<file path="src/rtl/shreg_serdes_ctrl.sv">
// Serial TX/RX sequencer for an external shift register: LOAD, then NBIT shifts of D+1 clocks each, then FINISH.
// Latency is 3+NBIT*(D+1) cycles from accept to done; start is accepted only when ready=1 and ignored while busy.
module shreg_serdes_ctrl #(
  parameter int NBIT  = 8,
  parameter int DIV_W = 8
) (
  input  logic             clk_main,
  input  logic             reset,
  input  logic             start,
  output logic             ready,
  output logic             busy,
  input  logic             mode,
  input  logic             dir,
  input  logic [DIV_W-1:0] bit_div,
  input  logic [NBIT-1:0]  tx_data,
  input  logic             serial_in,
  output logic             serial_out,
  output logic             bit_strobe,
  input  logic [NBIT-1:0]  reg_q,
  output logic [NBIT-1:0]  reg_d,
  output logic             reg_load,
  output logic             reg_shl,
  output logic             reg_shr,
  output logic             reg_shin,
  output logic [NBIT-1:0]  rx_data,
  output logic             done
);

  localparam int BCW = $clog2(NBIT + 1);
  localparam logic [BCW-1:0] LAST_BIT = BCW'(NBIT - 1);

  typedef enum logic [1:0] {IDLE, LOAD, SHIFT, FINISH} state_t;

  typedef struct packed {
    logic             mode;
    logic             dir;
    logic [DIV_W-1:0] div;
    logic [NBIT-1:0]  data;
  } cfg_t;

  state_t           state;
  state_t           state_nxt;
  cfg_t             cfg;
  logic [DIV_W-1:0] div_cnt;
  logic [BCW-1:0]   bit_cnt;

  always_ff @(posedge clk_main) begin
    if (reset) state <= IDLE;
    else       state <= state_nxt;
  end

  always_comb begin
    state_nxt  = state;
    ready      = 1'b0;
    busy       = 1'b1;
    reg_load   = 1'b0;
    reg_d      = '0;
    bit_strobe = 1'b0;
    reg_shl    = 1'b0;
    reg_shr    = 1'b0;
    reg_shin   = 1'b0;
    serial_out = 1'b1;
    case (state)
      IDLE: begin
        ready = 1'b1;
        busy  = 1'b0;
        if (start) state_nxt = LOAD;
      end
      LOAD: begin
        reg_load = 1'b1;
        if (!cfg.mode) reg_d = cfg.data;
        state_nxt = SHIFT;
      end
      SHIFT: begin
        bit_strobe = (div_cnt == cfg.div);
        reg_shl    = bit_strobe & ~cfg.dir;
        reg_shr    = bit_strobe & cfg.dir;
        reg_shin   = cfg.mode & serial_in;
        // TX bit comes straight off the register edge being shifted out
        if (!cfg.mode) serial_out = cfg.dir ? reg_q[0] : reg_q[NBIT-1];
        if (bit_strobe && (bit_cnt == LAST_BIT)) state_nxt = FINISH;
      end
      FINISH: state_nxt = IDLE;
      default: state_nxt = IDLE;
    endcase
  end

  always_ff @(posedge clk_main) begin
    if (reset) begin
      cfg     <= '0;
      div_cnt <= '0;
      bit_cnt <= '0;
      rx_data <= '0;
      done    <= 1'b0;
    end else begin
      done <= (state == FINISH);
      if ((state == IDLE) && start) cfg <= {mode, dir, bit_div, tx_data};
      case (state)
        LOAD: begin
          div_cnt <= '0;
          bit_cnt <= '0;
        end
        SHIFT: begin
          if (bit_strobe) begin
            div_cnt <= '0;
            bit_cnt <= bit_cnt + BCW'(1);
          end else begin
            div_cnt <= div_cnt + DIV_W'(1);
          end
        end
        FINISH: if (cfg.mode) rx_data <= reg_q;
        default: ;
      endcase
    end
  end

endmodule

</file>
<file path="config.mk">
export PLATFORM = sky130hd
export DESIGN_NAME = shreg_serdes_ctrl
export DESIGN_NICKNAME = d
export VERILOG_FILES = /design/src/rtl/shreg_serdes_ctrl.sv
export SDC_FILE = /design/constraint.sdc
export NUM_CORES = 1
export LEC_CHECK = 0
export ABC_AREA = 1
export ABC_CLOCK_PERIOD_IN_PS = 2500
export CELL_PAD_IN_SITES_DETAIL_PLACEMENT = 1
export CELL_PAD_IN_SITES_GLOBAL_PLACEMENT = 2
export CORE_MARGIN = 2
export CORE_UTILIZATION = 28
export DETAILED_ROUTE_END_ITERATION = 12
export PLACE_DENSITY = 0.86
export SKIP_CTS_REPAIR_TIMING = 1
export SLEW_MARGIN = 20
export SYNTH_ARGS = -nofsm -noshare
export SYNTH_HDL_FRONTEND = slang
export SYNTH_SLANG_ARGS = --single-unit
</file>
<file path="constraint.sdc">
create_clock -name clk_main -period 2.5 [get_ports clk_main]
set_input_delay 0.5 -clock clk_main [delete_from_list [all_inputs] [get_ports clk_main]]
set_output_delay 0.5 -clock clk_main [all_outputs]
set_load 0.01 [all_outputs]
</file>
==> results.yml, run 1 <==
setup_path:
  cp_max_fo: 8
  critPathLaunch: "div_cnt[5]"
  path_class: "reg -> out"
  critPathLaunchType: "register"
  reg2reg_to: "div_cnt[7]"
  r2r_setup_slack_ns: 0.74
  worstPathArrival_ns: 1.85
  crit_top_cell: "nand2_1"
  ff2ff_path_depth: 7
  max_stage_delay_ns: 0.54
  crit_chain: "nand2_1 > nand2_1 > nand2_2 > nor2_4 > nand3_4 > nor2_1 > clkdlybuf4s50_1"
  required_ns: 2.00
  end_kind: "output port"
  timing.rr.start: "state[1]"
  cp_slowest_cell: "clkdlybuf4s50_1"
floorplan:
  initial_utilization: 0.291
  dieArea_mm2: 0.00784
  ios: 55
  die_y_um: 88.5
  core_area_mm2: 0.00687
  die_x_um: 88.5
  num_rows: 30
timing:
  hold_viol: 0
  tightest_slew_ns: 0.483
  final.setup.tns_ns: 0
  fmax_ghz: 0.425
  period_share: 0.942
  setup_viol: 0
  rsz0062_at_grt: "no"
  slew_viol_final: 0
  finalClockSkew_ns: 0.00486
  relSlewSlack: 0.678
  min_period_ns: 2.35
  hold_ws_ns: 0.473
yosys:
  syn-instance-count: 268
  yosysTopAreaCell: "dfxtp_1"
  synth_area_leaders: "dfxtp_1 41%, nor2_1 12%, o21ai_0 7.0%"
  synth_cell_type_count: 24
  syn_area_per_cell_um2: 7.47
  syn_nets: 305
  syn-cell-area_mm2: 0.00200
  synth.top_cell.area_share: 0.410
  yosysSeqAreaShare: 0.410
  ys_ff_latch: 41
  yosysWarningCount: 0
clock_tree:
  cts_sinks: 41
  clockBufferDepth: 2
  clkTransAtPathRegs_ns: 0.08
  root_buffer: "clkbuf_8"
  clock_latency_ns: 0.29
  h-tree-depth: 2
  cts_buffers: 5
  tritoncts: "yes"
routing:
  drt.antenna.violating_nets: 0
  drt_wl_total_um: 5120
  drt-initial-drc-count: 35
  wl_per_cell_um: 12.2
  vias: 1871
  drt-pass1-iter-count: 4
  vias_per_cell: 4.45
  drc: 0
global_routing:
  grt_pass1_wl_um: 8850
  grt_pass1_vias: 1946
  grt_max_degree: 23
  antenna_found_initial: 0
  grt_overflow_total: 0
  track_usage: 0.146
placement:
  gp_congestion: 0.700
  dpl.cell_count: 412
  hpwlAfterDp_um: 3940
  io_buffer_count: 54
min_path:
  hold_depth: 2
  hp-class: "reg -> reg"
  worstHoldStart: "cfg[13]"
  min_to: "cfg[13]"
pwr:
  p_leak_uw: 0.00109
  ir_drop_v: 0.000459
  p_per_area_mw_per_mm2: 842
finish:
  layout_commonest_cell: "nor2_1"
  nets: 360
  layout-drive-gt1-share: 0.123
  layoutNonFillerInstCount: 420
  final_util: 0.404
  diodes: 0
  final_cell_mix: "66 x nor2_1, 54 x clkdlybuf4s50_1, 37 x dfxtp_1, 34 x nand2_1, 28 x o21ai_0"
  syn_to_final_growth_pct: 38.8
job:
  drv_cap: 0
status:
  status: "completed"
[worst max-delay path by stage]
stage	to	slack [ns]	cells after the start
2_1_floorplan	serial_out	0.89	5
3_3_place_gp	reg_d[6]	0.34	5
3_5_place_dp	reg_shr	0.29	5
4_1_cts	reg_shin	-0.07	5
5_1_grt	reg_shl	0.004	7
6_report	reg_shr	0.15	7
[worst max-delay path: cells and delay by family (launching register included)]
family                 cells  cell delay, ns
AND/OR/NAND/NOR            6            0.62
buffers and inverters      1            0.54
flip-flops                 1            0.40
[metal layers]
| metal | track usage | wire [um] | share of wire |
|---|---|---|---|
| met1 | 0.172 | 2370 | 0.46 |
| met3 | 0.0336 | 221 | 0.043 |
| met5 | 0 | 0 | 0 |
| met2 | 0.262 | 2470 | 0.48 |
| met4 | 0.0455 | 66 | 0.013 |
[final cells by class]
cell class | instances | area (um2)
Inverter | 23 | 86.3
Timing Repair Buffer | 57 | 563
Fill cell | 850 | 4090
Clock buffer | 7 | 96.3
Sequential cell | 41 | 826
Multi-Input combinational cell | 195 | 1080
Clock inverter | 1 | 5.00
Tap cell | 96 | 120
[power breakdown]
part / switching, uW / leakage (uW) / internal (uW)
clock: 233 / 0.0000542 / 250
sequential: 88.5 / 0.000337 / 768
combinational: 580 / 0.000698 / 418
[through the flow]
stage          total power [uW]  instance area [um2]  worst slack, ns
5_1_grt                    2530                 2780          0.00398
4_1_cts                    2350                 2750          -0.0650
3_5_place_dp               1860                 2650            0.294
3_3_place_gp               1830                 2650            0.344
2_1_floorplan              1540                 2000            0.890
6_report                   2340                 2780            0.146
[flip-flops by register name, indices dropped and copies added (netlist names)]
register and count:
cfg 18, state 2, bit_cnt 4, rx_data 8, done 1, div_cnt 8
[kinds of logic after synthesis]
logic type                 after synthesis  synth area share
buffers and inverters                   32            0.0625
xor gates and xnor gates                15            0.0694
adders and majority gates                7            0.0438
and+or+nand+nor                        132             0.308
AOI/OAI and AO/OA                       41             0.106
DFF                                     41             0.410
[cell usage after synthesis (all sizes together)]
cell type,n
nor2,77
dfxtp,41
nand2,41
o21ai,28
inv,23
a21oi,12
nand3,12
xor2,9
clkbuf,8
ha,7
xnor2,6
nand4,2
buf,1
o31ai,1
Note: power is estimated with default switching activity, not from simulation.
==> run 2: changes to the inputs <==
- GPL_ROUTABILITY_DRIVEN: not set -> 1
- RECOVER_POWER: not set -> 50
==> run 2 against run 1 <==
Count of clock-buffer cells in the layout did not move. Global-route usage did not move. Setup slack barely moved. Non-clock buffer count did not move. Critical path depth did not move. Via count barely moved. Combinational power fell by 2.3%.
==> results.yml, run 2 (synthesized netlist as in run 1, its figures left out) <==
status:
  status: "completed"
global_routing:
  grt_max_degree: 23
  track_usage: 0.146
  antenna_found_initial: 0
  grt_overflow_total: 0
  grt_pass1_wl_um: 8850
  grt_pass1_vias: 1946
timing:
  finalClockSkew_ns: 0.00453
  rsz0062_at_grt: "no"
  final.setup.tns_ns: 0
  period_share: 0.942
  fmax_ghz: 0.425
  relSlewSlack: 0.675
  hold_viol: 0
  min_period_ns: 2.35
  slew_viol_final: 0
  setup_viol: 0
  tightest_slew_ns: 0.486
finish:
  diodes: 0
  syn_to_final_growth_pct: 37.8
  layout_commonest_cell: "nor2_1"
  seqCellArea_um2: 826
  reg.largest.list: "cfg: 18 flops, div_cnt: 8 flops, rx_data: 8 flops"
  layout-drive-gt1-share: 0.120
  final_util: 0.401
  layoutNonFillerInstCount: 420
  final_cell_mix: "66 x nor2_1, 53 x clkdlybuf4s50_1, 37 x dfxtp_1, 35 x nand2_1, 28 x o21ai_0"
  nets: 360
  largest_register_ffs: 18
  multi_input_area_mm2: 0.00106
  fillerInstances: 853
  largest-register: "cfg"
pwr:
  p_per_area_mw_per_mm2: 839
  clock_power_share: 0.209
  p_total_uw: 2310
  ir_drop_v: 0.000454
  seq_power_share: 0.370
  combPwrFrac: 0.421
  switching_share: 0.383
  intPower_uw: 1430
  p_sw_uw: 887
  p_leak_uw: 0.00109
setup_path:
  end_kind: "output port"
  timing.rr.start: "state[1]"
  worstPathArrival_ns: 1.85
  path_class: "reg -> out"
  cp_max_fo: 8
  required_ns: 2.00
  critPathLaunch: "div_cnt[5]"
  critPathLaunchType: "register"
floorplan:
  ios: 55
  die_x_um: 88.5
  num_rows: 30
  die_y_um: 88.5
  dieArea_mm2: 0.00784
  core_area_mm2: 0.00687
  initial_utilization: 0.291
routing:
  drt_wl_total_um: 5130
  drt-pass1-iter-count: 4
  drc: 0
  vias_per_cell: 4.46
  drt-initial-drc-count: 34
  wl_per_cell_um: 12.2
  drt.antenna.violating_nets: 0
  vias: 1872
clock_tree:
  cts_sinks: 41
  clkTransAtPathRegs_ns: 0.08
  clock_latency_ns: 0.29
  cts_buffers: 5
  h-tree-depth: 2
  clockBufferDepth: 2
  tritoncts: "yes"
  root_buffer: "clkbuf_8"
job:
  drv_cap: 0
placement:
  gp_congestion: 0.700
  dpl.cell_count: 412
  io_buffer_count: 54
  hpwlAfterDp_um: 3940
min_path:
  worstHoldStart: "cfg[13]"
  hp-class: "reg -> reg"
## run 2: final cells by class
type,instances,area share
multi-input cells,195,0.386
flip-flops and latches,41,0.299
repair buffers,57,0.203
well taps,96,0.0436
clock buffers,7,0.0349
inverters,23,0.0313
clock inverters,1,0.00181
## run 2: metal layers
metal | GRT usage | vias to the layer above | wire (um)
met5 | 0 | - | 0
met1 | 0.172 | 875 | 2370
li1 | - | 947 | -
met3 | 0.0336 | 7 | 223
met4 | 0.0455 | 0 | 66
met2 | 0.262 | 43 | 2470
## run 2: per-stage QoR
step                      worst slack, ns  hold slack, ns  cell area, um2
after CTS                         -0.0650           0.479            2750
after global placement              0.344           0.457            2650
after detailed placement            0.294           0.466            2650
after floorplan                     0.890           0.444            2000
final                               0.146           0.475            2760
after global routing              0.00398           0.510            2760
## run 2: path summary, 6_finish.rpt
kind,slack (ns),depth (start not counted),end
worst max-delay path,0.15,7,reg_shr
worst min register to register,0.48,2,cfg[13]
worst min-delay path,0.48,2,cfg[13]
worst max register to register,0.73,7,div_cnt[7]
## run 2: power by group through the flow
stage | clock (uW) | combinational (uW) | sequential [uW]
floorplan | 0 | 688 | 849
global placement | 0 | 970 | 861
detailed placement | 0 | 988 | 867
CTS | 502 | 994 | 852
global route | 528 | 1100 | 873
finish | 483 | 974 | 857
## run 2: worst max-delay path: stages, from the launching register on
cell             delay [ns]
dfxtp_1                0.40
nand2_1                0.07
nand2_1                0.08
nand2_2                0.08
nor2_4                 0.15
nand3_4                0.13
nor2_1                 0.11
clkdlybuf4s50_1        0.54
==> run 3: changes to the inputs <==
- CORE_MARGIN: 2 -> 1
==> run 3 against run 2 <==
Global-route usage grew 0.25 points. Highest routed layer unchanged. Routed wire length shrank 0.68%. Flip-flop and latch count is the same. Hold slack gained 0.0033 ns. Via count shrank 0.32%.
==> results.yml, run 3 (synthesized netlist as in run 1, its figures left out) <==
status:
  status: "completed"
clock_tree:
  root_buffer: "clkbuf_8"
  clkTransAtPathRegs_ns: 0.08
  clockBufferDepth: 2
  clock_latency_ns: 0.30
  cts_buffers: 5
  tritoncts: "yes"
  h-tree-depth: 2
  cts_sinks: 41
pwr:
  seq_power_share: 0.365
  ir_drop_v: 0.000410
  clock_power_share: 0.236
  combPwrFrac: 0.399
  p_total_uw: 2370
  intPower_uw: 1490
  switching_share: 0.373
  p_sw_uw: 885
  p_per_area_mw_per_mm2: 861
  p_leak_uw: 0.00111
timing:
  tightest_slew_ns: 0.543
  fmax_ghz: 0.422
  hold_viol: 0
  relSlewSlack: 0.638
  setup_ws_ns: 0.132
  min_period_ns: 2.37
  period_share: 0.947
  setup_viol: 0
  rsz0062_at_grt: "no"
  slew_viol_final: 0
  finalClockSkew_ns: 0.00649
finish:
  largest_register_ffs: 18
  layoutNonFillerInstCount: 419
  largest-register: "cfg"
  layout-drive-gt1-share: 0.111
  diodes: 0
  syn_to_final_growth_pct: 37.7
  seqCellArea_um2: 826
  fillerInstances: 865
  layout_commonest_cell: "nor2_1"
  final_cell_mix: "66 x nor2_1, 46 x clkdlybuf4s50_1, 37 x dfxtp_1, 35 x nand2_1, 28 x o21ai_0"
  reg.largest.list: "cfg: 18 flops, div_cnt: 8 flops, rx_data: 8 flops"
  multi_input_area_mm2: 0.00105
  nets: 359
placement:
  dpl.cell_count: 411
  io_buffer_count: 54
  gp_congestion: 0.767
  hpwlAfterDp_um: 3810
  pre_cts_slack_ns: 0.321
floorplan:
  die_x_um: 86.5
  ios: 55
  die_y_um: 86.5
  initial_utilization: 0.293
  num_rows: 30
  dieArea_mm2: 0.00749
  core_area_mm2: 0.00683
setup_path:
  end_kind: "output port"
  path_class: "reg -> out"
  cp_slowest_cell: "clkdlybuf4s50_1"
  critPathLaunchType: "register"
  worstPathArrival_ns: 1.87
  critPathLaunch: "div_cnt[7]"
  max_stage_delay_ns: 0.56
  required_ns: 2.00
  crit_chain: "xnor2_1 > nand2_1 > nor2_4 > nand3_4 > nor2_1 > clkdlybuf4s50_1"
  cp_max_fo: 8
  timing.rr.start: "state[1]"
routing:
  drt.antenna.violating_nets: 0
  drt_wl_total_um: 5100
  wl_per_cell_um: 12.2
  vias_per_cell: 4.45
  vias: 1866
  drc: 0
  drt-pass1-iter-count: 4
  drt-initial-drc-count: 49
global_routing:
  antenna_found_initial: 0
  grt_overflow_total: 0
  grt_max_degree: 32
  grt_pass1_wl_um: 8490
  track_usage: 0.148
  grt_pass1_vias: 1820
min_path:
  hp-class: "reg -> reg"
  worstHoldStart: "cfg[12]"
job:
  drv_cap: 0
==> run 3: power by group through the flow <==
stage	Combinational [uW]	Clock [uW]	Sequential, uW
2_1_floorplan	688	0	849
3_3_place_gp	949	0	874
3_5_place_dp	971	0	879
4_1_cts	977	585	865
5_1_grt	1060	615	888
6_report	947	561	865
==> run 3: layout make-up <==
type	count	area share
Inverter	23	0.0313
Clock buffer	7	0.0313
Tap cell	96	0.0436
Clock inverter	1	0.0109
Sequential cell	41	0.300
Multi-Input combinational cell	195	0.382
Timing Repair Buffer	56	0.201
==> run 3: final timing paths <==
| check | to | slack [ns] | cells after the start |
|---|---|---|---|
| worst max-delay path | reg_shl | 0.13 | 6 |
| worst min-delay path | cfg[12] | 0.48 | 2 |
| worst max register to register | div_cnt[7] | 0.74 | 7 |
| worst min register to register | cfg[12] | 0.48 | 2 |
==> run 3: routing by layer <==
metal,GRT usage,vias to the layer above,share of wire
met5,0,-,0
met4,0.0545,0,0.014
met3,0.0371,7,0.046
met2,0.258,48,0.48
met1,0.176,866,0.46
li1,-,945,-
==> run 3: worst max-delay path: cells and delay by family, from the launching register on <==
family        cells  cell delay, ns
xor+xnor          1            0.14
simple gates      4            0.47
flops             1            0.40
buf+inv           1            0.56
==> run 3: stage by stage <==
step           hold slack [ns]  TNS, ns   util  cell area (um2)
2_1_floorplan            0.444        0      -             2000
3_3_place_gp             0.459        0  0.386             2640
3_5_place_dp             0.465        0  0.386             2640
4_1_cts                  0.479  -0.0649  0.403             2750
5_1_grt                  0.501        0  0.403             2760
6_report                 0.479        0  0.403             2760
==> patch, RTL diff (config.mk and constraints of run 2) <==
`DIV_W`: 8 -> 6.
--- a/src/rtl/shreg_serdes_ctrl.sv
+++ b/src/rtl/shreg_serdes_ctrl.sv
@@ -2,7 +2,7 @@
 // Latency is 3+NBIT*(D+1) cycles from accept to done; start is accepted only when ready=1 and ignored while busy.
 module shreg_serdes_ctrl #(
   parameter int NBIT  = 8,
-  parameter int DIV_W = 8
+  parameter int DIV_W = 6
 ) (
   input  logic             clk_main,
   input  logic             reset,
Interface: changed (resized bit_div); port bits go from 55 to 53. The function was not compared with the original's and may differ.
==> patch against run 2 <==
Worst setup slack got worse by 0.014 ns; sequential cell count fell by 4; die area fell by 11%; non-clock buffer count fell by 1; power fell by 9.5%; design area fell by 9.9%; synthesized area fell by 12%; via count fell by 4.3%; register-to-register slack improved by 0.09 ns; first-iteration DRC count rose by 26%; wire length fell by 5.2%; combinational power fell by 7.0%; critical path type unchanged; critical endpoint is now reg_shl.
==> patch: results (changes against run 2) <==
Status: finished, final reports clean (unchanged)
YS warnings: 0 (unchanged)
# diodes: 0 (unchanged)
H-Tree Depth: 2 (unchanged)
First-pass GRT wire length: 8.54 mm (was 8.85 mm)
Vias per cell: 4.71 (was 4.46)
Arrival time worst endpoint: 1.87 ns (was 1.85 ns)
CTS Buffer Depth: 2 (unchanged)
Total Routed Length: 4.87 mm (was 5.13 mm)
Synth area leaders: dfxtp_1 42%, nor2_1 12%, nand2_1 8.5%, o21ai_0 8.2%, ha_1 5.0% (was dfxtp_1 41%, nor2_1 12%, o21ai_0 7.0%, nand2_1 6.4%, ha_1 4.4%)
GRT Util Overall: 15.0% (was 14.6%)
Min-Delay Path Class: register to register (unchanged)
CP max-delay cell: clkdlybuf4s50_1 (unchanged)
Sequential share of the synthesized area: 42.0% (was 41.0%)
Antenna violations before repair: 0 (unchanged)
Worst skew pair latency: 0.29 ns (about the same)
Port Buffers: 52 (was 54)
Worst vdd ir: 0.000389 V (was 0.000454 V)
Syn nets: 283 (was 305)
Placed instance area: 2380 um2 (was 2650 um2)
Ys async rst share: 0% (unchanged)
Placement Setup Slack: 0.313 ns (was 0.294 ns)
CTS Buf Count: 5 (unchanged)
Root buf cell: clkbuf_8 (unchanged)
Clk slew on worst S/H paths: 0.08 ns (about the same)
Largest regs: cfg x16, rx_data x8, div_cnt x6 (was cfg x18, div_cnt x8, rx_data x8)
Max FO, Critical Path: 6 (was 8)
Gpl congestion: 0.810 (was 0.700)
TritonRoute pass-1 iters: 4 (unchanged)
MaxCap Viol Count: 0 (unchanged)
Most frequent cells after synthesis: 57 x nor2_1, 40 x nand2_1, 37 x dfxtp_1 (was 66 x nor2_1, 41 x dfxtp_1, 34 x nand2_1)
CP max stage delay: 0.56 ns (was 0.54 ns)
Vias in the first global route: 1794 (was 1946)
Largest net degree at the start of global routing: 32 (was 23)
Avg Cell Area, Syn: 7.12 um2 (was 7.47 um2)
Nets: 339 (was 360)
Clock skew: 0.00523 ns (was 0.00453 ns)
Placed instance count: 372 (was 412)
Leak: 0.991 nW (was 1.09 nW)
Via count: 1791 (was 1872)
Count of different cell masters after synthesis: 23 (was 24)
DR iter-0 viols: 43 (was 34)
Slew margin rel.: 71.1% (was 67.5%)
Detailed placer's ending HPWL: 3.71 mm (was 3.94 mm)
Share of cells above drive strength 1: 10.5% (was 12.0%)
Post-synth top area cell: dfxtp_1 (unchanged)
[patch: kinds of logic after synthesis]
group                      share of synthesized area (%)
and+or+nand+nor                                     31.0
AOI/OAI and AO/OA                                   14.7
DFF                                                 42.0
buffers and inverters                               6.80
adders and majority gates                           4.96
xor gates and xnor gates                           0.496
[patch: critical path: cells and delay by family, from the launching register on]
family | cells | cell delay (ns)
buffers and inverters | 2 | 0.69
DFF | 1 | 0.35
adders and majority gates | 1 | 0.27
and+or+nand+nor | 2 | 0.27
[patch: power breakdown]
group,switching (mW),total [mW],internal [mW]
sequential,0.0795,0.773,0.693
combinational,0.534,0.906,0.372
clock,0.221,0.414,0.192
total,0.835,2.09,1.26
[patch: worst paths after layout]
kind                               start       to  slack [ns]  depth (start not counted)
worst min register to register    cfg[9]   cfg[9]        0.47                          2
worst min-delay path              cfg[9]   cfg[9]        0.47                          2
worst max-delay path            state[0]  reg_shl        0.13                          5
worst max register to register  state[0]   cfg[3]        0.82                          6
[patch: layer usage]
metal | vias up | GRT usage (%) | part of all wire, %
li1 | 911 | - | -
met1 | 823 | 19.2 | 47
met2 | 49 | 25.0 | 47
met3 | 8 | 3.58 | 4.9
met4 | 0 | 4.47 | 1.1
met5 | - | 0 | 0
[patch: layout make-up]
class	count	area [um2]
flip-flops and latches	37	746
clock buffers	5	68.8
repair buffers	56	547
fillers	748	3510
well taps	75	93.8
inverters	25	93.8
multi-input cells	179	918
clock inverters	3	17.5
[patch: metrics by stage]
stage / power [mW] / hold WS [ns]
2_1_floorplan: 1.35 / 0.444
3_3_place_gp: 1.68 / 0.463
3_5_place_dp: 1.69 / 0.467
4_1_cts: 2.12 / 0.478
5_1_grt: 2.28 / 0.501
6_report: 2.09 / 0.472
